File: src/rtl/multicycle_ctrl.sv
// Control FSM for the multi-cycle LEGv8 datapath: sequences fetch, decode,
// execute, memory and writeback, with a memory-wait timeout and illegal-opcode trap.
module multicycle_ctrl #(
   parameter int unsigned MEM_TIMEOUT = 16
) (
   input  logic        clk,
   input  logic        reset,
   input  logic [10:0] Op,
   input  logic        mem_ready,
   output logic        IRWrite,
   output logic        PCWrite,
   output logic        Branch,
   output logic        PCSrc,
   output logic        IorD,
   output logic        MemRead,
   output logic        MemWrite,
   output logic        RegWrite,
   output logic        MemtoReg,
   output logic        Reg2Loc,
   output logic        ALUSrcA,
   output logic [1:0]  ALUSrcB,
   output logic [1:0]  ALUOp,
   output logic        Exc,
   output logic [3:0]  state
);

   typedef enum logic [3:0] {
      S_FETCH  = 4'd0,
      S_DECODE = 4'd1,
      S_MEMADR = 4'd2,
      S_MEMRD  = 4'd3,
      S_MEMWR  = 4'd4,
      S_WBMEM  = 4'd5,
      S_EXEC   = 4'd6,
      S_WBR    = 4'd7,
      S_CBZ    = 4'd8,
      S_ERROR  = 4'd9
   } state_t;

   localparam logic [10:0] OP_LDUR = 11'b111_1100_0010;
   localparam logic [10:0] OP_STUR = 11'b111_1100_0000;
   localparam logic [10:0] OP_ADD  = 11'b100_0101_1000;
   localparam logic [10:0] OP_SUB  = 11'b110_0101_1000;
   localparam logic [10:0] OP_AND  = 11'b100_0101_0000;
   localparam logic [10:0] OP_ORR  = 11'b101_0101_0000;
   localparam logic [7:0]  CBZ_HI  = 8'b1011_0100;
   localparam logic [7:0]  WAIT_LAST = 8'(MEM_TIMEOUT - 1);

   state_t     r_state;
   state_t     w_next;
   logic [7:0] r_wait_cnt;

   logic w_is_ldur, w_is_stur, w_is_cbz, w_is_rtype;
   logic w_waiting, w_timeout;

   assign w_is_ldur  = (Op == OP_LDUR);
   assign w_is_stur  = (Op == OP_STUR);
   assign w_is_cbz   = (Op[10:3] == CBZ_HI);
   assign w_is_rtype = (Op == OP_ADD) || (Op == OP_SUB) ||
                       (Op == OP_AND) || (Op == OP_ORR);

   assign w_waiting = (r_state == S_FETCH) || (r_state == S_MEMRD) ||
                      (r_state == S_MEMWR);
   // A ready in the last allowed cycle still takes the normal path
   assign w_timeout = w_waiting && !mem_ready && (r_wait_cnt == WAIT_LAST);

   // Next-state logic
   always_comb begin
      w_next = r_state;
      case (r_state)
         S_FETCH: begin
            if (mem_ready)      w_next = S_DECODE;
            else if (w_timeout) w_next = S_ERROR;
         end
         S_DECODE: begin
            if (w_is_ldur || w_is_stur) w_next = S_MEMADR;
            else if (w_is_rtype)        w_next = S_EXEC;
            else if (w_is_cbz)          w_next = S_CBZ;
            else                        w_next = S_ERROR;
         end
         S_MEMADR: begin
            if (w_is_ldur)      w_next = S_MEMRD;
            else if (w_is_stur) w_next = S_MEMWR;
            else                w_next = S_ERROR;
         end
         S_MEMRD: begin
            if (mem_ready)      w_next = S_WBMEM;
            else if (w_timeout) w_next = S_ERROR;
         end
         S_MEMWR: begin
            if (mem_ready)      w_next = S_FETCH;
            else if (w_timeout) w_next = S_ERROR;
         end
         S_WBMEM: w_next = S_FETCH;
         S_EXEC:  w_next = S_WBR;
         S_WBR:   w_next = S_FETCH;
         S_CBZ:   w_next = S_FETCH;
         S_ERROR: w_next = S_ERROR;
         default: w_next = S_ERROR;
      endcase
   end

   // State and wait counter; counter restarts on every state change
   always_ff @(posedge clk or posedge reset) begin
      if (reset) begin
         r_state    <= S_FETCH;
         r_wait_cnt <= 8'd0;
      end else begin
         r_state <= w_next;
         if (w_next != r_state)
            r_wait_cnt <= 8'd0;
         else if (w_waiting && !mem_ready)
            r_wait_cnt <= 8'(r_wait_cnt + 8'd1);
      end
   end

   // Moore decode from state; reset forces everything low without a clock edge
   always_comb begin
      IRWrite  = 1'b0;
      PCWrite  = 1'b0;
      Branch   = 1'b0;
      PCSrc    = 1'b0;
      IorD     = 1'b0;
      MemRead  = 1'b0;
      MemWrite = 1'b0;
      RegWrite = 1'b0;
      MemtoReg = 1'b0;
      Reg2Loc  = 1'b0;
      ALUSrcA  = 1'b0;
      ALUSrcB  = 2'b00;
      ALUOp    = 2'b00;
      Exc      = 1'b0;
      if (!reset) begin
         Reg2Loc = (w_is_stur || w_is_cbz) && (r_state != S_ERROR);
         case (r_state)
            S_FETCH: begin
               MemRead = 1'b1;
               ALUSrcB = 2'b01;
               IRWrite = mem_ready;
               PCWrite = mem_ready;
            end
            S_DECODE: ALUSrcB = 2'b11;
            S_MEMADR: begin
               ALUSrcA = 1'b1;
               ALUSrcB = 2'b10;
            end
            S_MEMRD: begin
               MemRead = 1'b1;
               IorD    = 1'b1;
            end
            S_MEMWR: begin
               MemWrite = 1'b1;
               IorD     = 1'b1;
            end
            S_WBMEM: begin
               RegWrite = 1'b1;
               MemtoReg = 1'b1;
            end
            S_EXEC: begin
               ALUSrcA = 1'b1;
               ALUOp   = 2'b10;
            end
            S_WBR: RegWrite = 1'b1;
            S_CBZ: begin
               ALUSrcA = 1'b1;
               ALUOp   = 2'b01;
               Branch  = 1'b1;
               PCSrc   = 1'b1;
            end
            S_ERROR: Exc = 1'b1;
            default: Exc = 1'b1;
         endcase
      end
   end

   assign state = reset ? 4'd0 : 4'(r_state);

endmodule

File: config.mk
export PLATFORM = sky130hd
export DESIGN_NAME = multicycle_ctrl
export DESIGN_NICKNAME = d
export VERILOG_FILES = /design/src/rtl/multicycle_ctrl.sv
export SDC_FILE = /design/constraint.sdc
export NUM_CORES = 1
export LEC_CHECK = 0
export BUFFER_PORTS_ARGS = -buffer_cell sky130_fd_sc_hd__buf_4
export CAP_MARGIN = 0
export CORE_ASPECT_RATIO = 0.8
export CORE_MARGIN = 3
export CORE_UTILIZATION = 50
export CTS_CLUSTER_DIAMETER = 40
export DETAILED_ROUTE_END_ITERATION = 8
export GPL_TIMING_DRIVEN = 1
export HOLD_SLACK_MARGIN = 0.1
export PLACE_DENSITY = 0.83
export SETUP_SLACK_MARGIN = 0.2
export SLEW_MARGIN = 10
export SYNTH_ARGS = -nofsm -noshare
export SYNTH_HDL_FRONTEND = slang
export SYNTH_SLANG_ARGS = --single-unit
File: constraint.sdc
create_clock -name clk -period 5.65 [get_ports clk]
set_input_delay 1.13 -clock clk [delete_from_list [all_inputs] [get_ports clk]]
set_output_delay 1.13 -clock clk [all_outputs]
set_load 0.02 [all_outputs]
==> results of run 1 <==
==> where the power goes <==
part,switching [W],leakage (nW),internal [W]
registers,0.0000000693,0.157,0.0000858
clock network,0.0000285,0.0210,0.0000392
logic,0.0000110,0.460,0.00000968
total,0.0000396,0.638,0.000135
==> cells by family after synthesis <==
family                   share of synthesized area
AND/OR/NAND/NOR                             0.3998
multiplexers                               0.01792
AO/OA/AOI/OAI                               0.1713
flip-flops                                  0.2688
XOR/XNOR                                   0.06271
adder cells (fa/ha/maj)                    0.01120
buffers and inverters                      0.06830
==> cell type report <==
type / count / area share
multi-input combinational: 117 / 0.5348
sequential: 12 / 0.2168
timing repair buffer: 33 / 0.1789
clock buffer: 4 / 0.02620
inverter: 8 / 0.02168
tap: 24 / 0.02168
==> Yosys cell counts (all sizes together), types with 2 or more instances <==
master    n  area (um2)
o2111ai   2       35.04
or3       4       25.02
o22ai     2       12.51
dfrtp    12       300.3
a32oi     2       17.52
clkbuf    2       8.750
xnor2     3       26.28
nor2b     2       12.51
mux2i     2       20.02
a21o      2       15.01
nor4      3       25.02
o21ai     4       23.77
nand2    15       56.30
or4       2       18.77
or4b      2       20.02
and3      4       25.02
nor3      2       10.01
nand3     6       30.03
xor2      5       43.79
nor2     27       103.9
nand2b    3       18.77
a31oi     2       12.51
o21a      2       15.01
nand4     4       25.02
buf       6       37.53
a21oi     3       15.01
inv       8       30.03
==> worst max-delay path, cell delays in order <==
cell,delay [ns]
buf_4,0.12
nor4b_2,0.37
nand4_1,0.26
or3_1,0.40
o2111ai_1,0.11
o31a_2,0.19
o2111ai_4,0.19
o21a_1,0.23
buf_4,0.15
==> final timing paths <==
path	start	slack (ns)	cells past startpoint	to
setup reg to reg	r_state[0]	3.30	7	r_wait_cnt[0]
setup / recovery	Op[0]	1.38	9	Reg2Loc
max in group asynchronous	reset	4.29	2	r_wait_cnt[2]
hold / removal	r_wait_cnt[7]	0.57	2	r_wait_cnt[7]
min in group asynchronous	reset	0.96	2	r_state[2]
hold reg to reg	r_wait_cnt[7]	0.57	2	r_wait_cnt[7]
==> sequential cells by signal, summed over array words and instances, names as in the netlist <==
register / flops
r_state: 4
r_wait_cnt: 8
==> layer usage <==
layer	track usage	up-vias
li1	-	578
met1	0.2681	559
met2	0.3370	60
met3	0.03968	2
met4	0.03620	0
met5	0	-
==> metrics by stage <==
stage	cells	hold slack (ns)	instance area, um2	utilization
floorplan	145	0.5122	1117	-
global placement	194	0.5377	1349	0.6754
finish	198	0.5680	1385	0.6936
detailed placement	194	0.5512	1349	0.6754
global route	198	0.5772	1385	0.6936
CTS	198	0.5702	1385	0.6936
==> cell usage in the layout (no fill, tap or decap), types with 3 or more instances in the layout <==
cell type,n
nand4_1,4
xor2_1,5
nand2_1,15
xnor2_1,3
and3_1,4
a21oi_1,3
or3_1,4
buf_4,33
nor2_1,26
o21ai_0,3
dfrtp_1,12
nand3_1,6
clkbuf_4,3
inv_1,8
nand2b_1,3
==> metrics.md, run 1 <==
| Metric | Value |
|---|---|
| Outcome | finished clean |
| Register cell area after layout | about 300 um2 |
| Root buffer selected by CTS | clkbuf_4 |
| Syn Area/Cell | around 7.7 um2 |
| Synth Flop Type | dfrtp_1 |
| Number of synthesized flops with an enable pin | 0 |
| Effective utilization at floorplan | 0.5595 |
| Met1 routed wirelength after detailed routing | between 1 and 1.5 mm |
| Critical path start-end classification | in2out |
| Antenna fix cells | 0 |
| Shortest clock period the worst path allows after layout | approximately 4.3 ns |
| Maximum number of pins on one net before global-route repair | 19 |
| Max-cap violations | 0 |
| Die ar. | 2841 um2 |
| Die boundary width | a little under 60 um |
| Row cnt | 14 |
| Post-route fraction of the period consumed by the critical path | 0.7565 |
| Overall die height | around 48 um |
| Fraction of synthesis flops using an asynchronous set or reset pin | 1.000 |
| Number of warnings printed during yosys synthesis | 0 |
| Critical path peak fanout | 9 |
| Largest vdd supply drop | around 0.12 mV |
| CTS tree | done |
| Required arrival time at the worst endpoint | around 4.5 ns |
| Total power density per cell area | about 130 nW/um2 |
| Netlist area before placement | about 1100 um2 |
| Fillcell total | 164 |
| Initial detailed-routing violation count | roughly 80 |
| RSZ-0062 raised after global routing | false |
| Final worst clock skew | ~0.0037 ns |
| Antenna violations before repair | 0 |
| Vias in the first global route | roughly 1000 |
| Total iterations of the first detailed-routing run | 4 |
| Via total after detailed routing | 1199 |
| Share of post-route cells with drive strength above 1 | 0.2759 |
| TNS Setup | 0 ns |
| Final layout net count | 190 |
| Number of levels the H-tree was split into | 1 |
| Count of buffers inserted at the top-level ports | 33 |
| Number of clock buffers inserted by TritonCTS | 3 |
| Static power due to leakage | around 0.64 nW |
| Net count after synthesis | between 150 and 200 |
| Distinct cell type count after synthesis | between 40 and 50 |
| Tightest Hold Check Type | reg2reg |
| Worst Setup Slack post-DPL | between 1 and 1.5 ns |
| Critical path data arrival time | between 3 and 4 ns |
| CORE AREA | around 2000 um2 |
| Top routing layer in use | met4 |
| Post-CTS setup buffer count | 0 |
| WL per Instance | roughly 14 um |
| Measured slew at the worst slew-check pin | around 0.63 ns |
| Half-perimeter wire length of the detailed placement result | between 2 and 2.5 mm |
| Number of instances in the synthesized netlist | roughly 150 |
| Post-CTS resize count | 0 |
| First-pass GRT wire length | about 4.3 mm |
| Worst slew slack as a fraction of its limit | 0.5771 |
| Max-slew violation count | 0 |
| Area occupied by multi-input gates | 740.7 um2 |
| CTS clock-pin slew for the worst setup and hold paths | roughly 0.070 ns |
| Average vias per placed instance | 6.056 |
| Aggregate global routing overflow | 0 |
| Kind of launch point of the worst setup path | input port |
| Synth-to-layout area growth | 23.96% |
| DRC | 0 |
| Synthesis-stage register bit count | 12 |
| Met2 routed WL | 1.296 mm |
| Number of hold-repair buffers added at the cts stage | 0 |
| Top achievable clock speed | 234.0 MHz |
| Post-layout total power | 0.0001743 W |
| Final-report hold violation count | 0 |
| Met3 WL | 224 um |
| Top-Level Pins | 34 |
| Clock sink count | 12 |
| Antenna-violating nets left | 0 |
| Number of buffers between clock root and the deepest sink | 2 |
| Fraction of the yosys area taken by sequential cells | 0.2688 |
| Insertion delay to the later sink of the worst-skew pair | approximately 0.28 ns |
| Overall routed net length | between 2 and 3 mm |
| Setup-violating endpoint count in the final report | 0 |
| Final weighted congestion of routability-driven global placement | about 0.94 |
| Least setup slack across all paths after layout | 1.376 ns |
| Global router's overall resource usage | 0.1980 |
| Endpoint class of the critical path | output pin |
(Power assumes the default switching activity.)
==> run 2: changes to the inputs <==
CORE_UTILIZATION = 46   (was 50)
PLACE_DENSITY = 0.81   (was 0.83)
clock period = 3.5 ns   (was 5.65 ns; I/O delays follow)
==> run 2 against run 1 <==
Net effect: sequential share of layout area is 0.42 points lower; cell count rose by 2.0%; critical endpoint unchanged; via count is 4.1% higher; first-iteration DRC count down 11%; wire length rose by 14%.
==> metrics.md, run 2 (same netlist as run 1, synthesis figures left out) <==
| Metric | Value |
|---|---|
| Met3 Use GR | 0.04450 |
| Maximum number of pins on one net before global-route repair | 19 |
| RSZ-0062 raised after global routing | false |
| Overall die height | between 50 and 60 um |
| Endpoint class of the critical path | output pin |
| Synth-to-layout area growth | 28.00% |
| Measured slew at the worst slew-check pin | 0.4716 ns |
| Final-report hold violation count | 0 |
| Vias in the first global route | 1064 |
| Max-slew violation count | 0 |
| Max-cap violations | 0 |
| Aggregate global routing overflow | 0 |
| Initial detailed-routing violation count | 70 |
| Antenna fix cells | 0 |
| Effective utilization at floorplan | 0.5003 |
| Register with the most flip-flops | r_wait_cnt |
| Count of buffers inserted at the top-level ports | 33 |
| Largest vdd supply drop | 0.1938 mV |
| CORE AREA | around 2200 um2 |
| Largest registers | r_wait_cnt (8), r_state (4) |
| Critical path data arrival time | approximately 2.5 ns |
| Worst Hold Slack | approximately 0.47 ns |
| Number of flip-flops under the largest register name | 8 |
| Reg-to-reg endpoint | r_wait_cnt[3] |
| Routing usage on met2 | 0.3151 |
| Beginning of the worst register-to-register path | r_state[1] |
| Worst slew slack as a fraction of its limit | 0.6827 |
| Shortest clock period the worst path allows after layout | between 3 and 4 ns |
| Overall routed net length | approximately 3.2 mm |
| Row cnt | 15 |
| Final layout net count | ~190 |
| Antenna violations before repair | 0 |
| Antenna-violating nets left | 0 |
| Required arrival time at the worst endpoint | 2.80 ns |
| Top achievable clock speed | 308.2 MHz |
| Count of placed standard cells in the final layout, fillers left out | around 200 |
| Static power due to leakage | about 0.66 nW |
| Outcome | finished clean |
| Critical path start-end classification | in2out |
| Tightest Hold Check Type | in2async |
| Final worst clock skew | 0.0004818 ns |
| Number of buffers between clock root and the deepest sink | 2 |
| Total power density per cell area | 177.0 nW/um2 |
| Post-route fraction of the period consumed by the critical path | 0.9271 |
| Global router's overall resource usage | 0.2015 |
| Insertion delay to the later sink of the worst-skew pair | ~0.26 ns |
| Met1 Usage GRT | 0.2816 |
| Half-perimeter wire length of the detailed placement result | ~2.4 mm |
| DRC | 0 |
| Clock sink count | 12 |
| Highest-count cells in the layout ignoring fill and taps | buf_4 (37), nor2_1 (25), nand2_1 (15) |
| Critical path launch point | Op[0] |
| Master of the slowest instance on the critical path | or4b_4 |
| CTS clock-pin slew for the worst setup and hold paths | 0.06 ns |
| WL per Instance | roughly 16 um |
| Max incr delay on CP | about 0.54 ns |
| Critical path peak fanout | 3 |
| Average vias per placed instance | slightly above 6 |
| Number of clock buffers inserted by TritonCTS | 3 |
| Setup slack, reg-to-reg | around 1.2 ns |
| Share of post-route cells with drive strength above 1 | 0.3220 |
| TNS Setup | 0 ns |
| Sequence of cells on the critical path | buf_4 -> or4b_4 -> or4_4 -> nor2_4 -> o31a_2 -> o2111ai_4 -> o21a_1 -> buf_4 |
| Number of levels the H-tree was split into | 1 |
| Number of hold-repair buffers added at the cts stage | 0 |
| CTS tree | done |
| Kind of launch point of the worst setup path | input port |
| Setup-violating endpoint count in the final report | 0 |
| Worst r2r path cells | 8 |
| Top-Level Pins | 34 |
| Most frequent standard cell in the layout excluding fill and tap cells | buf_4 |
| Root buffer selected by CTS | clkbuf_4 |
| Final weighted congestion of routability-driven global placement | 0.9558 |
| Total iterations of the first detailed-routing run | 4 |
| Number of placed instances, taps included | between 150 and 200 |
| Die boundary width | a little over 60 um |
| Via total after detailed routing | about 1200 |
| Busiest metal layer after global routing | met2 |
| Die ar. | just over 3000 um2 |
| Most prevalent standard cell on the critical path | buf_4 |
| First-pass GRT wire length | 4.698 mm |
## run 2: cell count changes in the layout (fill, tap and decap cells not counted), sizes merged
cell and delta:
clkbuf -1, buf +4
## run 2: worst max-delay path by stage
| stage | to | depth (start not counted) |
|---|---|---|
| finish | Reg2Loc | 8 |
| global route | Reg2Loc | 9 |
| CTS | Reg2Loc | 8 |
| detailed placement | Reg2Loc | 8 |
| global placement | Reg2Loc | 8 |
| floorplan | Reg2Loc | 6 |
## run 2: worst max-delay path, delay by kind of cell
| kind | cells | cell delay [ns] |
|---|---|---|
| simple gates | 3 | 1.11 |
| compound gates | 3 | 0.45 |
| buf+inv | 2 | 0.27 |
## run 2: routing by layer
metal	up-vias	part of all wire
met5	-	0
met4	0	0.0085
met3	4	0.10
met2	77	0.45
met1	583	0.43
li1	584	-
## run 2: final cells by class
cell class / count / area, um2
clock buffer: 3 / 22.52
fill: 176 / 803.3
inverter: 8 / 30.03
multi-input combinational: 117 / 764.5
sequential: 12 / 304.0
tap: 25 / 31.28
timing repair buffer: 37 / 277.8
## run 2: report_power, final
part	total, W	leakage, nW	internal [W]	switching [W]
Sequential	0.000139	0.155	0.000139	0.000000131
Combinational	0.0000365	0.488	0.0000173	0.0000193
Clock	0.0000779	0.0138	0.0000397	0.0000382
## run 2: through the flow
| stage | cell area (um2) | power, W | setup slack, ns | util |
|---|---|---|---|---|
| 2_1_floorplan | 1117 | 0.0001538 | 0.4535 | - |
| 3_3_place_gp | 1373 | 0.0001745 | 0.2920 | 0.6146 |
| 3_5_place_dp | 1373 | 0.0001757 | 0.2217 | 0.6146 |
| 4_1_cts | 1396 | 0.0002547 | 0.2194 | 0.6252 |
| 5_1_grt | 1430 | 0.0002674 | 0.08657 | 0.6403 |
| 6_report | 1430 | 0.0002532 | 0.2551 | 0.6403 |
## run 2: what timing repair did
action	4_1_cts	5_1_grt
cloned	0	0
setup buffers	0	1
gates resized for setup	1	7
endpoints found under the setup margin	1	1
pin swaps	0	2
==> run 3: changes to the inputs <==
RECOVER_POWER = 25   (was default)
==> run 3 against run 2 <==
Net effect: clock-buffer cell count did not move; highest routed layer unchanged; maximum frequency fell by 0.32%; clock power barely moved; cell count did not move; largest cell class unchanged; die area did not move.
==> metrics.md, run 3 (same netlist as run 1, synthesis figures left out) <==
| Metric | Value |
|---|---|
| Maximum number of pins on one net before global-route repair | 19 |
| Static power due to leakage | about 0.65 nW |
| Worst Setup Slack post-DPL | 0.2217 ns |
| Insertion delay to the later sink of the worst-skew pair | approximately 0.26 ns |
| Master of the slowest instance on the critical path | or4b_4 |
| Antenna violations before repair | 0 |
| Count of buffers inserted at the top-level ports | 33 |
| Number of levels the H-tree was split into | 1 |
| Antenna fix cells | 0 |
| Effective utilization at floorplan | 0.5003 |
| Clock sink count | 12 |
| Final layout net count | approximately 190 |
| Area occupied by multi-input gates | 764.5 um2 |
| Least setup slack across all paths after layout | around 0.24 ns |
| Largest registers | r_wait_cnt (8), r_state (4) |
| Critical path data arrival time | around 2.6 ns |
| CTS tree | done |
| Number of buffers between clock root and the deepest sink | 2 |
| Measured slew at the worst slew-check pin | ~0.85 ns |
| Number of hold-repair buffers added at the cts stage | 0 |
| CTS clock-pin slew for the worst setup and hold paths | approximately 0.060 ns |
| Register cell area after layout | around 300 um2 |
| Endpoint class of the critical path | output pin |
| Overall routed net length | between 3 and 4 mm |
| Fillcell total | 180 |
| Number of flip-flops under the largest register name | 8 |
| Root buffer selected by CTS | clkbuf_4 |
| Worst Hold Slack | approximately 0.59 ns |
| CORE AREA | 2233 um2 |
| Busiest metal layer after global routing | met2 |
| Synth-to-layout area growth | 27.32% |
| DRC | 0 |
| Total iterations of the first detailed-routing run | 4 |
| Setup slack, reg-to-reg | 1.21 ns |
| Post-route fraction of the period consumed by the critical path | 0.9301 |
| Final weighted congestion of routability-driven global placement | ~0.96 |
| Highest-count cells in the layout ignoring fill and taps | buf_4 (35), nor2_1 (25), nand2_1 (15) |
| Overall die height | ~50 um |
| First-pass GRT wire length | about 4.7 mm |
| RSZ-0062 raised after global routing | false |
| Required arrival time at the worst endpoint | approximately 2.8 ns |
| Buffers & Inverters on Critical Path | 2 |
| Setup-violating endpoint count in the final report | 0 |
| Die ar. | 3060 um2 |
| Top achievable clock speed | approximately 300 MHz |
| Average vias per placed instance | just over 6 |
| Global router's overall resource usage | 0.2015 |
| Number of clock buffers inserted by TritonCTS | 3 |
| Antenna-violating nets left | 0 |
| Most frequent standard cell in the layout excluding fill and tap cells | buf_4 |
| Tightest Hold Check Type | reg2reg |
| Met1 Usage GRT | 0.2816 |
| Shortest clock period the worst path allows after layout | 3.255 ns |
| Vias in the first global route | 1064 |
| WL per Instance | between 15 and 20 um |
| Routing usage on met2 | 0.3151 |
| Kind of launch point of the worst setup path | input port |
| Final worst clock skew | 0.0004118 ns |
| Initial detailed-routing violation count | 70 |
| Share of post-route cells with drive strength above 1 | 0.3107 |
| Die boundary width | 61.10 um |
| Sequence of cells on the critical path | buf_4 -> or4b_4 -> or4_4 -> nor2_4 -> o31a_2 -> o2111ai_4 -> o21a_1 -> buf_4 |
| Aggregate global routing overflow | 0 |
| Max-cap violations | 0 |
| Largest vdd supply drop | around 0.19 mV |
| TNS Setup | 0 ns |
| Outcome | finished clean |
| Critical path peak fanout | 3 |
| Register with the most flip-flops | r_wait_cnt |
| Via total after detailed routing | around 1300 |
| Max incr delay on CP | 0.55 ns |
| Post-layout total power | 0.0002521 W |
| Max-slew violation count | 0 |
| Worst slew slack as a fraction of its limit | 0.4318 |
| Final-report hold violation count | 0 |
| Most prevalent standard cell on the critical path | buf_4 |
| Row cnt | 15 |
| Half-perimeter wire length of the detailed placement result | 2.378 mm |
| Total power density per cell area | 177.2 nW/um2 |
| Critical path start-end classification | in2out |
| Category of cells accounting for the largest share of critical-path delay | simple AND/OR/NAND/NOR gates |
| Met3 Use GR | 0.04450 |
| Top-Level Pins | 34 |
run 3: cell types whose count changed in the layout (fill, tap and decap cells not counted), sizes merged:
cell	previous run	this run
buf	37	35
clkbuf	3	5
run 3: power by group:
group	switching [W]	internal, W	leakage [nW]
registers	0.000000127	0.000139	0.155
logic	0.0000191	0.0000162	0.481
clock network	0.0000382	0.0000397	0.0138
total	0.0000575	0.000195	0.650
run 3: worst register-to-register path, delay by kind of cell (launching register included):
kind	cells	cell delay, ns
buffers and inverters	1	0.19
flip-flops	1	0.53
AND/OR/NAND/NOR	3	0.80
AO/OA/AOI/OAI	4	0.71
run 3: routing by layer:
metal | share of wire | routed length, um | vias to the layer above
met2 | 0.45 | 1410 | 87
met3 | 0.10 | 321 | 8
met4 | 0.014 | 44 | 0
met1 | 0.43 | 1352 | 576
met5 | 0 | 0 | -
li1 | - | - | 588
run 3: area by class of cell:
class / instances / area share
clock buffers: 3 / 0.01583
repair buffers: 37 / 0.1900
multi-input cells: 117 / 0.5374
flip-flops and latches: 12 / 0.2137
well taps: 25 / 0.02199
inverters: 8 / 0.02111
run 3: timing repair:
item | 4_1_cts | 5_1_grt
pin swaps | 0 | 2
setup buffers | 0 | 1
cloned | 0 | 0
endpoints found under the setup margin | 1 | 1
gates resized for setup | 1 | 7
run 3: final timing paths:
kind                                     from             to  cells past startpoint
worst max-delay path                    Op[0]        Reg2Loc                      8
worst min-delay path            r_wait_cnt[7]  r_wait_cnt[7]                      2
worst max register to register     r_state[1]  r_wait_cnt[3]                      8
worst min register to register  r_wait_cnt[7]  r_wait_cnt[7]                      2
max in group asynchronous               reset     r_state[2]                      3
min in group asynchronous               reset     r_state[1]                      3
run 3: through the flow:
| stage | instances | cell area [um2] | utilization |
|---|---|---|---|
| 6_report | 202 | 1423 | 0.6370 |
| 5_1_grt | 202 | 1423 | 0.6370 |
| 4_1_cts | 201 | 1396 | 0.6252 |
| 2_1_floorplan | 145 | 1117 | - |
| 3_3_place_gp | 198 | 1373 | 0.6146 |
| 3_5_place_dp | 198 | 1373 | 0.6146 |
